## config.mk

```make
export PLATFORM = sky130hd
export DESIGN_NAME = seg_pattern_capture
export DESIGN_NICKNAME = d
export VERILOG_FILES = /design/src/rtl/seg_pkg.sv /design/src/rtl/seg_pattern_lookup.sv /design/src/rtl/seg_pattern_capture.sv
export SDC_FILE = /design/constraint.sdc
export NUM_CORES = 1
export LEC_CHECK = 0
export ABC_AREA = 1
export CAP_MARGIN = 10
export CORE_ASPECT_RATIO = 1.1
export CORE_MARGIN = 5
export CORE_UTILIZATION = 35
export CTS_BUF_LIST = sky130_fd_sc_hd__clkbuf_2 sky130_fd_sc_hd__clkbuf_4 sky130_fd_sc_hd__clkbuf_8
export DETAILED_ROUTE_END_ITERATION = 7
export GPL_TIMING_DRIVEN = 0
export PLACE_DENSITY = 0.65
export SYNTH_ARGS = -nofsm -noshare
export SYNTH_HDL_FRONTEND = slang
export SYNTH_SLANG_ARGS = --single-unit
```

## constraint.sdc

```tcl
create_clock -name clk -period 3.85 [get_ports clk]
set_input_delay 0.77 -clock clk [delete_from_list [all_inputs] [get_ports clk]]
set_output_delay 0.77 -clock clk [all_outputs]
set_load 0.01 [all_outputs]
```

## src/rtl/seg_pkg.sv

```systemverilog
`default_nettype none
// ============================================================================
// Module      : seg_pkg
// Description : Shared constants for seven-segment pattern checkers.
//               Active-low segment codes (bit0=a .. bit6=g), blank code and
//               the 2-bit capture FSM state encoding.
// Revision    : 1.0 - initial release
// ============================================================================
package seg_pkg;

  // Active-low codes for hex digits 0..F
  localparam logic [6:0] SEG_CODE_0 = 7'h40;
  localparam logic [6:0] SEG_CODE_1 = 7'h79;
  localparam logic [6:0] SEG_CODE_2 = 7'h24;
  localparam logic [6:0] SEG_CODE_3 = 7'h30;
  localparam logic [6:0] SEG_CODE_4 = 7'h19;
  localparam logic [6:0] SEG_CODE_5 = 7'h12;
  localparam logic [6:0] SEG_CODE_6 = 7'h02;
  localparam logic [6:0] SEG_CODE_7 = 7'h78;
  localparam logic [6:0] SEG_CODE_8 = 7'h00;
  localparam logic [6:0] SEG_CODE_9 = 7'h10;
  localparam logic [6:0] SEG_CODE_A = 7'h08;
  localparam logic [6:0] SEG_CODE_B = 7'h03;
  localparam logic [6:0] SEG_CODE_C = 7'h46;
  localparam logic [6:0] SEG_CODE_D = 7'h21;
  localparam logic [6:0] SEG_CODE_E = 7'h06;
  localparam logic [6:0] SEG_CODE_F = 7'h0E;

  // All segments dark
  localparam logic [6:0] SEG_BLANK  = 7'h7F;

  // Capture FSM state encoding
  localparam logic [1:0] ST_IDLE    = 2'd0;
  localparam logic [1:0] ST_SETTLE  = 2'd1;
  localparam logic [1:0] ST_EMIT    = 2'd2;
  localparam logic [1:0] ST_HOLD    = 2'd3;

endpackage : seg_pkg
`default_nettype wire

```

## src/rtl/seg_pattern_lookup.sv

```systemverilog
`default_nettype none
// ============================================================================
// Module      : seg_pattern_lookup
// Description : Combinational decode of a 7-bit active-low segment pattern
//               into {hit, blank, digit}. hit=1 for a legal hex code,
//               blank=1 for the all-dark pattern, neither for anything else.
// Revision    : 1.0 - initial release
// ============================================================================
module seg_pattern_lookup
  import seg_pkg::*;
(
  input  logic [6:0] pattern,
  output logic       hit,
  output logic       blank,
  output logic [3:0] digit
);

  // Reverse table: pattern -> digit
  always_comb begin
    hit   = 1'b1;
    blank = 1'b0;
    digit = 4'h0;
    case (pattern)
      SEG_CODE_0: digit = 4'h0;
      SEG_CODE_1: digit = 4'h1;
      SEG_CODE_2: digit = 4'h2;
      SEG_CODE_3: digit = 4'h3;
      SEG_CODE_4: digit = 4'h4;
      SEG_CODE_5: digit = 4'h5;
      SEG_CODE_6: digit = 4'h6;
      SEG_CODE_7: digit = 4'h7;
      SEG_CODE_8: digit = 4'h8;
      SEG_CODE_9: digit = 4'h9;
      SEG_CODE_A: digit = 4'hA;
      SEG_CODE_B: digit = 4'hB;
      SEG_CODE_C: digit = 4'hC;
      SEG_CODE_D: digit = 4'hD;
      SEG_CODE_E: digit = 4'hE;
      SEG_CODE_F: digit = 4'hF;
      SEG_BLANK: begin
        hit   = 1'b0;
        blank = 1'b1;
      end
      default: hit = 1'b0;
    endcase
  end

endmodule : seg_pattern_lookup
`default_nettype wire

```

## src/rtl/seg_pattern_capture.sv

```systemverilog
`default_nettype none
// ============================================================================
// Module      : seg_pattern_capture
// Description : Recovers hex digits from debounced seven-segment patterns and
//               shifts them into a NUM_DIGITS-nibble value register.
//               Build option: define SEG_ACTIVE_HIGH_EN for active-high
//               seg_in (inverted on entry; blank is then input 7'h00).
// Revision    : 1.0 - initial release
// ============================================================================
module seg_pattern_capture
  import seg_pkg::*;
#(
  parameter int NUM_DIGITS    = 4,
  parameter int STABLE_CYCLES = 4
) (
  input  logic                    clk,
  input  logic                    reset,
  input  logic [6:0]              seg_in,
  input  logic                    seg_valid,
  input  logic                    clear,
  output logic [3:0]              digit_out,
  output logic                    digit_valid,
  output logic                    digit_blank,
  output logic                    digit_error,
  output logic [4*NUM_DIGITS-1:0] value_out,
  output logic                    value_ready
);

  localparam logic [7:0] c_stable = 8'(STABLE_CYCLES);
  localparam logic [3:0] c_num    = 4'(NUM_DIGITS);
  // A freshly latched pattern already satisfies a one-sample requirement
  localparam logic [1:0] c_after_latch = (STABLE_CYCLES == 1) ? ST_EMIT : ST_SETTLE;

  logic [1:0]              r_state;
  logic [7:0]              r_count;
  logic [6:0]              r_pattern;
  logic [3:0]              r_digit;
  logic                    r_digit_valid;
  logic                    r_digit_blank;
  logic                    r_digit_error;
  logic [4*NUM_DIGITS-1:0] r_value;
  logic [3:0]              r_num;

  logic [6:0]              w_seg;
  logic                    w_match;
  logic [7:0]              w_next_count;
  logic                    w_hit;
  logic                    w_blank;
  logic [3:0]              w_lut_digit;
  logic [4*NUM_DIGITS-1:0] w_shifted;

  // Normalise the input to active-low so all compares use one polarity
`ifdef SEG_ACTIVE_HIGH_EN
  assign w_seg = ~seg_in;
`else
  assign w_seg = seg_in;
`endif

  assign w_match      = (w_seg == r_pattern);
  assign w_next_count = r_count + 8'd1;

  seg_pattern_lookup u_lookup (
    .pattern (r_pattern),
    .hit     (w_hit),
    .blank   (w_blank),
    .digit   (w_lut_digit)
  );

  generate
    if (NUM_DIGITS == 1) begin : g_single
      assign w_shifted = r_digit;
    end else begin : g_multi
      assign w_shifted = {r_value[4*NUM_DIGITS-5:0], r_digit};
    end
  endgenerate

  // Stability FSM: latch, count matching samples, emit once per stable pattern
  always_ff @(posedge clk) begin
    if (reset) begin
      r_state       <= ST_IDLE;
      r_count       <= 8'd0;
      r_pattern     <= SEG_BLANK;
      r_digit       <= 4'h0;
      r_digit_valid <= 1'b0;
      r_digit_blank <= 1'b0;
      r_digit_error <= 1'b0;
    end else begin
      r_digit_valid <= 1'b0;
      r_digit_blank <= 1'b0;
      r_digit_error <= 1'b0;
      case (r_state)
        ST_IDLE: begin
          if (seg_valid) begin
            r_pattern <= w_seg;
            r_count   <= 8'd1;
            r_state   <= c_after_latch;
          end
        end
        ST_SETTLE: begin
          if (!seg_valid) begin
            r_count <= 8'd0;
            r_state <= ST_IDLE;
          end else if (w_match) begin
            r_count <= w_next_count;
            if (w_next_count >= c_stable) begin
              r_state <= ST_EMIT;
            end
          end else begin
            r_pattern <= w_seg;
            r_count   <= 8'd1;
            r_state   <= c_after_latch;
          end
        end
        ST_EMIT: begin
          if (w_hit) begin
            r_digit       <= w_lut_digit;
            r_digit_valid <= 1'b1;
          end else if (w_blank) begin
            r_digit_blank <= 1'b1;
          end else begin
            r_digit_error <= 1'b1;
          end
          r_state <= ST_HOLD;
        end
        default: begin // ST_HOLD
          if (!seg_valid) begin
            r_count <= 8'd0;
            r_state <= ST_IDLE;
          end else if (!w_match) begin
            r_pattern <= w_seg;
            r_count   <= 8'd1;
            r_state   <= c_after_latch;
          end
        end
      endcase
    end
  end

  // Shift the reported digit into the value register; clear takes priority
  always_ff @(posedge clk) begin
    if (reset || clear) begin
      r_value <= '0;
      r_num   <= 4'd0;
    end else if (r_digit_valid) begin
      r_value <= w_shifted;
      if (r_num != c_num) begin
        r_num <= r_num + 4'd1;
      end
    end
  end

  assign digit_out   = r_digit;
  assign digit_valid = r_digit_valid;
  assign digit_blank = r_digit_blank;
  assign digit_error = r_digit_error;
  assign value_out   = r_value;
  assign value_ready = (r_num == c_num);

endmodule : seg_pattern_capture
`default_nettype wire

```

==> impl_metrics.toml <==
[layout]
diodes = 0
nNetsFinal = 439
drive_above_1_share_pct = 7.82
syn2layout_area_growth_pct = 22.5
finalNonFillerCells = 507

[setup_path]
required_ns = 3.08
worstPathMaxFanout = 3
rr_worst_depth = 12
r2r_start = "r_count[0]"
ff2ff_setup_slack_ns = 2.15
cp.arrival_ns = 1.51
crit_path_end_kind = "primary output"
rr_endpoint = "r_state[1]"
cp-start-kind = "register"
worstSetupPathType = "register to primary output"

[sta]
slew_viol_final = 0
tightestPinTransition_ns = 0.482
finalWorstSetupSlack_ns = 1.57
setup_violations = 0
clock.fmax_mhz = 438
layout_min_cycle_time_ns = 2.28
hold_viol_final = 0
finClkSkew_ns = 0.00639
rsz0062_at_grt = "no"
relSlewSlack_pct = 67.9
period_share_pct = 59.3
fin_tns_setup_ns = 0

[place]
routabilityCongestion = 0.906
dp.cells = 499
dp_slack_ns = 1.38
port_buffers = 34
hpwl_um = 4280

[grt]
grt_usage_pct = 12.6
grt_max_degree = 14
grt_pass1_wl_um = 9590
overflow = 0
antenna_found_initial = 0
grt_pass1_vias = 2199

[pwr]
power_frac_seq_pct = 46.3
power.switching_mw = 0.330
power.share.clock_pct = 32.4
internal-power_mw = 0.770
ir_drop_uv = 130
p_comb_share_pct = 21.3
p_per_area_nw_per_um2 = 362
leakagePower_nw = 1.33
swShare_pct = 30.0

[detailed_routing]
vias = 2432
viasPerCell = 4.80
wl_per_cell_um = 10.7
ant_nets = 0
routed_wl_um = 5440
drt-pass1-iter-count = 5
drc = 0
drt-initial-drc-count = 127

[floorplan]
die_width_um = 90.3
die-area_sq_um = 8880
initial_core_util_pct = 35.6
rows = 32
ios = 35
die_h_um = 98.3
coreArea_sq_um = 6970

[logic_synthesis]
synth_ff_type = "dfxtp_1"
ys_async_sr_fraction_pct = 0
yosysTopAreaCell = "dfxtp_1"
syn-num-nets = 398
ys_types = 32
syn_area_per_cell_sq_um = 6.53
netlist_area_sq_um = 2480
synth_seq_cells = 44
synth.most_common_cell = "nand2_1"
yosys_warnings = 0
yosysSeqAreaShare_pct = 35.5
netlist.area_leader.share_pct = 35.5
synthTopCellsByArea = "dfxtp_1 (35%), nand2_1 (17%), nor2_1 (8.9%)"
synth_edf_count = 0
synthTopCellsByCount = "nand2_1 (111), nor2_1 (59), dfxtp_1 (44), inv_1 (35), a21oi_1 (29)"
synthCells = 380

[clocking]
cts_root_buf = "clkbuf_8"
post_cts_buffers = 0
hold_buffers = 0
cts.repair.resized = 0
cts_made_buffers = 5
htreeDepth = 2
clkSinkCount = 44
clk_path_buf_depth = 2
insertion_delay_ns = 0.30
cts_tree = "done"
cts.clk_slew.worst_paths_ns = 0.08

[worst_hold_path]
hold_start = "value_out[14]"
hold_class = "register to register"
whs_endpoint = "value_out[14]"
holdPathStages = 2

[status]
outcome = "finished, final reports clean"

[flow_run]
maxCapViolCount = 0
routing by layer:
layer  global-route usage (%)  vias up  wire, um
met5                        0        -         0
met4                     4.47        0        85
met3                     2.93        9       246
met2                     21.4       57      2510
met1                     15.7     1073      2600
li1                         -     1293         -
kinds of logic after synthesis:
kind of cell	synth area share, %
compound gates	10.5
simple gates	40.6
buf+inv	8.77
flops	35.5
xor+xnor	1.06
fa+ha+maj	3.53
sequential cells by signal, indices dropped and copies added, names as in the netlist:
name / count
digit_valid: 1
r_count: 8
r_num: 4
r_pattern: 7
r_state: 2
digit_out: 4
value_out: 16
digit_blank: 1
digit_error: 1
power by group through the flow:
stage | Clock [mW] | Combinational [mW] | Sequential (mW)
2_1_floorplan | 0 | 0.184 | 0.513
3_3_place_gp | 0 | 0.232 | 0.519
3_5_place_dp | 0 | 0.235 | 0.519
4_1_cts | 0.375 | 0.236 | 0.509
5_1_grt | 0.390 | 0.271 | 0.514
6_report | 0.357 | 0.234 | 0.509
worst max-delay path by stage:
stage | startpoint | end | slack [ns] | depth (start not counted)
4_1_cts | r_num[0] | value_ready | 1.54 | 5
3_3_place_gp | seg_in[0] | r_state[1] | 1.39 | 9
5_1_grt | r_num[0] | value_ready | 1.47 | 5
6_report | r_num[0] | value_ready | 1.57 | 5
3_5_place_dp | seg_in[0] | r_state[1] | 1.38 | 9
2_1_floorplan | seg_in[0] | r_state[1] | 2.04 | 8
placed cells by master (no fill, tap or decap), types with 4 or more instances in the layout:
cell type	Yosys	routed
clkbuf_1	4	4
nor3_1	5	5
o211ai_1	6	6
nand2_1	111	111
nand3_1	28	28
a21oi_1	29	29
nor2_1	59	59
inv_2	6	6
dfxtp_1	44	44
clkdlybuf4s50_1	0	34
o21ai_0	8	8
ha_1	7	7
inv_1	35	35
nand4_1	6	6
clkbuf_8	0	5
through the flow:
| step | util [%] | power [mW] | cell area, sq um | hold slack, ns |
|---|---|---|---|---|
| finish | 43.6 | 1.10 | 3040 | 0.462 |
| global route | 43.6 | 1.17 | 3040 | 0.505 |
| CTS | 43.6 | 1.12 | 3040 | 0.467 |
| detailed placement | 42.0 | 0.755 | 2930 | 0.454 |
| global placement | 42.0 | 0.751 | 2930 | 0.448 |
| floorplan | - | 0.697 | 2480 | 0.443 |
critical path: stages (launching register included):
cell and delay, ns:
dfxtp_1 0.33, inv_1 0.07, ha_1 0.14, nand3_1 0.07, inv_1 0.07, clkdlybuf4s50_1 0.54
area by class of cell:
class / count / area [sq um]
plain buffers: 9 / 52.6
clock buffers: 6 / 76.3
clock inverters: 2 / 35.0
fillers: 752 / 3930
inverters: 44 / 165
multi-input cells: 283 / 1380
flip-flops and latches: 44 / 881
well taps: 85 / 106
repair buffers: 34 / 340
(Power assumes the default switching activity.)
